**config.mk**
```make
export PLATFORM = sky130hd
export DESIGN_NAME = cpuif_arbiter
export DESIGN_NICKNAME = d
export VERILOG_FILES = /design/src/rtl/cpuif_arbiter.sv
export SDC_FILE = /design/constraint.sdc
export NUM_CORES = 1
export LEC_CHECK = 0
export ABC_AREA = 1
export CAP_MARGIN = 20
export CORE_ASPECT_RATIO = 0.6
export CORE_MARGIN = 2
export CORE_UTILIZATION = 40
export DETAILED_ROUTE_END_ITERATION = 6
export GPL_TIMING_DRIVEN = 0
export PLACE_DENSITY_LB_ADDON = 0.25
export SYNTH_ARGS = -nofsm -noshare
export SYNTH_HDL_FRONTEND = slang
export SYNTH_SLANG_ARGS = --single-unit
```
**constraint.sdc**
```tcl
create_clock -name clk -period 3.74 [get_ports clk]
set_input_delay 1.122 -clock clk [delete_from_list [all_inputs] [get_ports clk]]
set_output_delay 1.122 -clock clk [all_outputs]
set_load 0.02 [all_outputs]
```
**src/rtl/cpuif_arbiter.sv**
```systemverilog
// Two-master round-robin arbiter for the shared CSR bus, one outstanding slave transaction.
// Optional slave-ack watchdog enabled by defining CPUIF_ARB_TIMEOUT_EN.
package pkg_cpu_if;
  localparam int ADDR_W = 17;
  localparam int DATA_W = 16;

  typedef struct packed {
    logic [ADDR_W-1:0] addr;
    logic              req;
    logic              req_is_wr;
    logic [DATA_W-1:0] wr_data;
    logic [DATA_W-1:0] wr_biten;
  } cpu_if_o;

  typedef struct packed {
    logic              rd_ack;
    logic [DATA_W-1:0] rd_data;
    logic              wr_ack;
  } cpu_if_i;
endpackage

module cpuif_arbiter #(
  parameter int ADDR_WIDTH = 17,
  parameter int DATA_WIDTH = 16
`ifdef CPUIF_ARB_TIMEOUT_EN
  , parameter int TIMEOUT_CYCLES = 255
`endif
) (
  input  logic                clk,
  input  logic                reset,
  input  pkg_cpu_if::cpu_if_o m0_cpuif_o,
  output pkg_cpu_if::cpu_if_i m0_cpuif_i,
  input  pkg_cpu_if::cpu_if_o m1_cpuif_o,
  output pkg_cpu_if::cpu_if_i m1_cpuif_i,
  output pkg_cpu_if::cpu_if_o s_cpuif_o,
  input  pkg_cpu_if::cpu_if_i s_cpuif_i,
  output logic [1:0]          err_ovf,
  output logic                err_spur,
  output logic                err_tmo,
  input  logic                err_clr
);

  typedef enum logic [1:0] {ST_IDLE, ST_GRANT, ST_WAIT} state_t;

  state_t                r_state;
  logic                  r_owner;
  logic                  r_rr_ptr;
  logic [1:0]            r_slot_vld;
  logic [ADDR_WIDTH-1:0] r_slot_addr  [2];
  logic [1:0]            r_slot_wr;
  logic [DATA_WIDTH-1:0] r_slot_wdata [2];
  logic [DATA_WIDTH-1:0] r_slot_biten [2];

  logic                  r_s_req;
  logic                  r_s_wr;
  logic [ADDR_WIDTH-1:0] r_s_addr;
  logic [DATA_WIDTH-1:0] r_s_wdata;
  logic [DATA_WIDTH-1:0] r_s_biten;

  logic [1:0]            r_rd_ack;
  logic [1:0]            r_wr_ack;
  logic [DATA_WIDTH-1:0] r_rd_data [2];
  logic [1:0]            r_err_ovf;
  logic                  r_err_spur;

  pkg_cpu_if::cpu_if_o   w_mreq [2];
  logic [1:0]            w_free;
  logic [1:0]            w_ovf;
  logic                  w_sel;
  logic                  w_s_ack;
  logic                  w_spur;
  logic                  w_tmo;

  assign w_mreq[0] = m0_cpuif_o;
  assign w_mreq[1] = m1_cpuif_o;
  assign w_s_ack   = s_cpuif_i.rd_ack | s_cpuif_i.wr_ack;
  assign w_spur    = (r_state == ST_IDLE) && w_s_ack;

  // r_rr_ptr names the master that wins the next tie; it only moves when a tie is resolved.
  always_comb begin
    w_free = '0;
    w_ovf  = '0;
    for (int m = 0; m < 2; m++) begin
      w_free[m] = (r_state == ST_GRANT) && (r_owner == m[0]);
      w_ovf[m]  = w_mreq[m].req && r_slot_vld[m] && !w_free[m];
    end
    w_sel = (&r_slot_vld) ? r_rr_ptr : r_slot_vld[1];
  end

  always_ff @(posedge clk) begin
    if (reset) begin
      r_state    <= ST_IDLE;
      r_owner    <= 1'b0;
      r_rr_ptr   <= 1'b0;
      r_slot_vld <= '0;
      r_slot_wr  <= '0;
      r_s_req    <= 1'b0;
      r_s_wr     <= 1'b0;
      r_s_addr   <= '0;
      r_s_wdata  <= '0;
      r_s_biten  <= '0;
      r_rd_ack   <= '0;
      r_wr_ack   <= '0;
      r_err_ovf  <= '0;
      r_err_spur <= 1'b0;
      for (int m = 0; m < 2; m++) begin
        r_slot_addr[m]  <= '0;
        r_slot_wdata[m] <= '0;
        r_slot_biten[m] <= '0;
        r_rd_data[m]    <= '0;
      end
    end else begin
      r_rd_ack <= '0;
      r_wr_ack <= '0;

      for (int m = 0; m < 2; m++) begin
        if (w_mreq[m].req && (!r_slot_vld[m] || w_free[m])) begin
          r_slot_vld[m]   <= 1'b1;
          r_slot_addr[m]  <= w_mreq[m].addr;
          r_slot_wr[m]    <= w_mreq[m].req_is_wr;
          r_slot_wdata[m] <= w_mreq[m].wr_data;
          r_slot_biten[m] <= w_mreq[m].wr_biten;
        end else if (w_free[m]) begin
          r_slot_vld[m]   <= 1'b0;
        end
      end

      case (r_state)
        ST_IDLE: begin
          if (|r_slot_vld) begin
            r_state   <= ST_GRANT;
            r_owner   <= w_sel;
            r_s_req   <= 1'b1;
            r_s_wr    <= r_slot_wr[w_sel];
            r_s_addr  <= r_slot_addr[w_sel];
            r_s_wdata <= r_slot_wdata[w_sel];
            r_s_biten <= r_slot_biten[w_sel];
            if (&r_slot_vld) r_rr_ptr <= ~w_sel;
          end
        end
        ST_GRANT: begin
          r_s_req <= 1'b0;
          r_state <= ST_WAIT;
        end
        ST_WAIT: begin
          if (w_s_ack) begin
            r_rd_ack[r_owner] <= s_cpuif_i.rd_ack;
            r_wr_ack[r_owner] <= s_cpuif_i.wr_ack;
            if (s_cpuif_i.rd_ack) r_rd_data[r_owner] <= s_cpuif_i.rd_data;
            r_state <= ST_IDLE;
          end else if (w_tmo) begin
            if (r_s_wr) begin
              r_wr_ack[r_owner]  <= 1'b1;
            end else begin
              r_rd_ack[r_owner]  <= 1'b1;
              r_rd_data[r_owner] <= '1;
            end
            r_state <= ST_IDLE;
          end
        end
        default: r_state <= ST_IDLE;
      endcase

      r_err_ovf  <= (r_err_ovf & ~{2{err_clr}}) | w_ovf;
      r_err_spur <= (r_err_spur & ~err_clr) | w_spur;
    end
  end

`ifdef CPUIF_ARB_TIMEOUT_EN
  localparam int TMO_W = (TIMEOUT_CYCLES < 256) ? 8 : 16;
  logic [TMO_W-1:0] r_tmo_cnt;
  logic             r_err_tmo;

  // Counter is loaded during GRANT so it reads zero on the last permitted WAIT cycle.
  always_ff @(posedge clk) begin
    if (reset) begin
      r_tmo_cnt <= '0;
      r_err_tmo <= 1'b0;
    end else begin
      if (r_state == ST_GRANT)
        r_tmo_cnt <= TMO_W'(TIMEOUT_CYCLES - 1);
      else if ((r_state == ST_WAIT) && (r_tmo_cnt != '0))
        r_tmo_cnt <= r_tmo_cnt - 1'b1;
      r_err_tmo <= (r_err_tmo & ~err_clr) | w_tmo;
    end
  end

  assign w_tmo   = (r_state == ST_WAIT) && (r_tmo_cnt == '0) && !w_s_ack;
  assign err_tmo = r_err_tmo;
`else
  assign w_tmo   = 1'b0;
  assign err_tmo = 1'b0;
`endif

  assign s_cpuif_o  = '{addr: r_s_addr, req: r_s_req, req_is_wr: r_s_wr,
                        wr_data: r_s_wdata, wr_biten: r_s_biten};
  assign m0_cpuif_i = '{rd_ack: r_rd_ack[0], rd_data: r_rd_data[0], wr_ack: r_wr_ack[0]};
  assign m1_cpuif_i = '{rd_ack: r_rd_ack[1], rd_data: r_rd_data[1], wr_ack: r_wr_ack[1]};
  assign err_ovf    = r_err_ovf;
  assign err_spur   = r_err_spur;

endmodule

```
==> impl_metrics.yaml <==
global_routing:
  gr-usage-all-layers_pct: 20.2
  grt_pass1_vias: 6209
  antenna_found_initial: 0
  grt_overflow: 0
  grt_pass1_wl_mm: 33.5
  grt_max_degree: 27
clock_tree:
  cts_buffers: 17
  cts_tree: "done"
  cts-root-buf: "clkbuf_16"
  holdBufCountCts: 0
  cts_max_level: 4
  clkTransAtPathRegs_ns: 0.07
  clock_latency_ns: 0.43
  cts_setup_buffers: 0
  cts_resized: 0
  clock-sinks: 196
  cts_buffer_depth: 2
pwr:
  power.density_nw_per_um2: 472
  p_switching_mw: 1.52
  pwr-share-clk_pct: 32.8
  ir_worst_vdd_mv: 0.372
  p_leak_nw: 4.92
  p_int_mw: 3.87
  sw_frac_of_total_pct: 28.2
  power_frac_comb_pct: 18.8
  pwr-share-seq_pct: 48.4
placed_design:
  gp_congestion: 0.802
  hpwl_mm: 15.9
  place_area_sq_um: 10900
  port_buffers: 211
route:
  drc: 0
  drt_wl_total_mm: 21.8
  wire_per_inst_microns: 15.2
  vias_per_cell: 4.51
  firstDrtPassIters: 5
  drt_iter0_drc: 536
  antenna_left: 0
  vias: 6456
timing:
  fmax_mhz: 340
  final_hold_viol_count: 0
  fin_crit_sh_pct: 78.7
  min_period_ns: 2.94
  max_slew_margin_pct: 51.6
  rsz0062_at_grt: "no"
  final_max_slew_viol_count: 0
  setup_viol: 0
  hold_slack_ns: 0.452
  finClkSkew_ns: 0.0113
  tightest_slew_ns: 0.724
  fin_setup_tns_ns: 0
synth:
  synth-seq-area-share_pct: 62.5
  synth_fp_nets: 1036
  synthCells: 913
  syn_avg_cell_area_sq_um: 9.15
  synth_cell_types: 23
  ys.warnings.count: 0
  netlist_area_sq_um: 8350
  synth_seq_cells: 196
die:
  die_y_microns: 116
  core_area_sq_um: 20200
  start_util_pct: 41.3
  row_count: 40
  io_pins: 214
  die_area_sq_um: 22100
  die_w_microns: 191
worst_setup_path:
  critPathArrivalTime_ns: 3.07
  worst_setup_path_start_kind: "input port"
  critical_path_class: "in2reg"
  worst_r2r_endpoint: "r_slot_wdata[1][12]"
  reg2reg_depth: 7
  rrSetupSlack_ns: 1.44
  required_ns: 3.87
  r2r-start: "r_owner"
  crit_path_max_fanout: 26
  endpoint_kind: "flop"
flow_run:
  cap_violations: 0
hold_path:
  hold_path_class: "reg2reg"
  hold_depth: 1
  holdCritStartpoint: "r_rr_ptr"
  min_to: "r_rr_ptr"
run_status:
  status: "completed"
final_layout:
  seq_area_sq_um: 5230
  n_antenna_cell: 0
  final.fill_count: 1831
  drive_gt1_share_pct: 9.24
  multi_input_area_sq_um: 2160
  area_growth_pct: 36.6
  nets: 1268
  design_area_sq_um: 11400
## final cells by class
cell class / count / share of cell area (%)
clock buffer: 20 / 3.91
multi-input combinational: 485 / 18.9
buffer: 54 / 2.69
tap: 273 / 2.99
clock inverter: 12 / 1.02
timing repair buffer: 213 / 18.9
inverter: 178 / 5.85
sequential: 196 / 45.8
## worst max-delay path by stage
stage / startpoint / to / cells past startpoint
2_1_floorplan: reset / r_slot_addr[1][0] / 6
4_1_cts: m1_cpuif_o[33] / r_slot_wdata[1][12] / 6
3_3_place_gp: m1_cpuif_o[33] / r_slot_addr[1][11] / 5
3_5_place_dp: m1_cpuif_o[33] / r_slot_wdata[1][9] / 6
6_report: m1_cpuif_o[33] / r_slot_wdata[1][12] / 6
5_1_grt: m1_cpuif_o[33] / r_slot_wdata[1][12] / 6
## synthesized netlist by cell type
library cell	count	area (sq um)
edfxtp_1	130	3900
inv_2	3	11.3
nand2_2	2	12.5
inv_1	175	657
nand3_1	4	20.0
nor2_1	192	721
nor3_2	1	10.0
o21ai_0	52	260
buf_2	29	145
dfxtp_1	66	1320
conb_1	1	3.75
nand3_4	1	17.5
nand3_2	3	30.0
buf_6	5	56.3
nand4_1	1	6.26
buf_4	8	60.1
nor3_1	3	15.0
or2_2	1	6.26
clkbuf_1	12	45.0
a21oi_1	86	430
a21oi_2	20	175
nand3b_1	1	7.51
nand2_1	117	439
## critical path, stage by stage
cell and delay (ns):
clkdlybuf4s50_1 0.60, nand3_4 0.18, buf_6 0.20, buf_6 0.16, nand2_2 0.51, buf_12 0.26
## state kept, by name (all words and copies together), names as in the netlist, 2 cells and up
name,count
r_s_wdata,16
r_rd_data,32
err_ovf,2
r_state,2
r_slot_biten,32
r_slot_wdata,32
r_slot_addr,34
r_rd_ack,2
r_slot_vld,2
r_slot_wr,2
r_wr_ack,2
r_s_addr,17
r_s_biten,16
## through the flow
stage	util, %	total power, mW	instances	setup slack, ns
detailed placement	53.7	3.67	1399	0.328
CTS	56.5	5.42	1431	0.774
global placement	53.5	3.65	1397	-0.668
finish	56.5	5.38	1431	0.796
floorplan	-	3.18	913	0.460
global route	56.5	5.62	1431	0.682
## logic make-up (layout without fill, tap and decap cells)
family	count (synthesis)	in the layout	share of synthesized area (%)
buf+inv	232	477	11.7
other cells	1	1	0.0449
simple gates	326	326	15.4
flops	196	196	62.5
compound gates	158	158	10.4
## layer usage
| layer | up-vias | GRT usage (%) | part of all wire, % |
|---|---|---|---|
| li1 | 3309 | - | - |
| met1 | 2879 | 31.1 | 51 |
| met2 | 248 | 28.1 | 40 |
| met3 | 20 | 5.30 | 8.1 |
| met4 | 0 | 4.65 | 1.2 |
| met5 | - | 0 | 0 |
## power by group through the flow
stage	Combinational (mW)	Clock (mW)	Sequential, mW
floorplan	0.424	0	2.75
global route	1.11	1.88	2.63
CTS	1.02	1.79	2.61
detailed placement	1.01	0	2.66
finish	1.01	1.77	2.61
global placement	0.995	0	2.66
## cells in the final DEF, fill, tap and decap left out, types with 3 or more instances in the layout
cell and n:
a21oi_1 86, clkinv_4 3, buf_4 8, clkbuf_1 14, o21ai_0 52, a21oi_2 20, clkdlybuf4s50_1 211, nand3_1 4
nand2_1 115, nor2_1 192, nor3_1 3, inv_8 3, nand2_2 4, nand3_2 3, buf_6 5, inv_1 175
inv_2 3, clkinvlp_4 3, edfxtp_1 130, clkbuf_16 17, dfxtp_1 66, buf_2 29
Note: power is estimated with default switching activity, not from simulation.
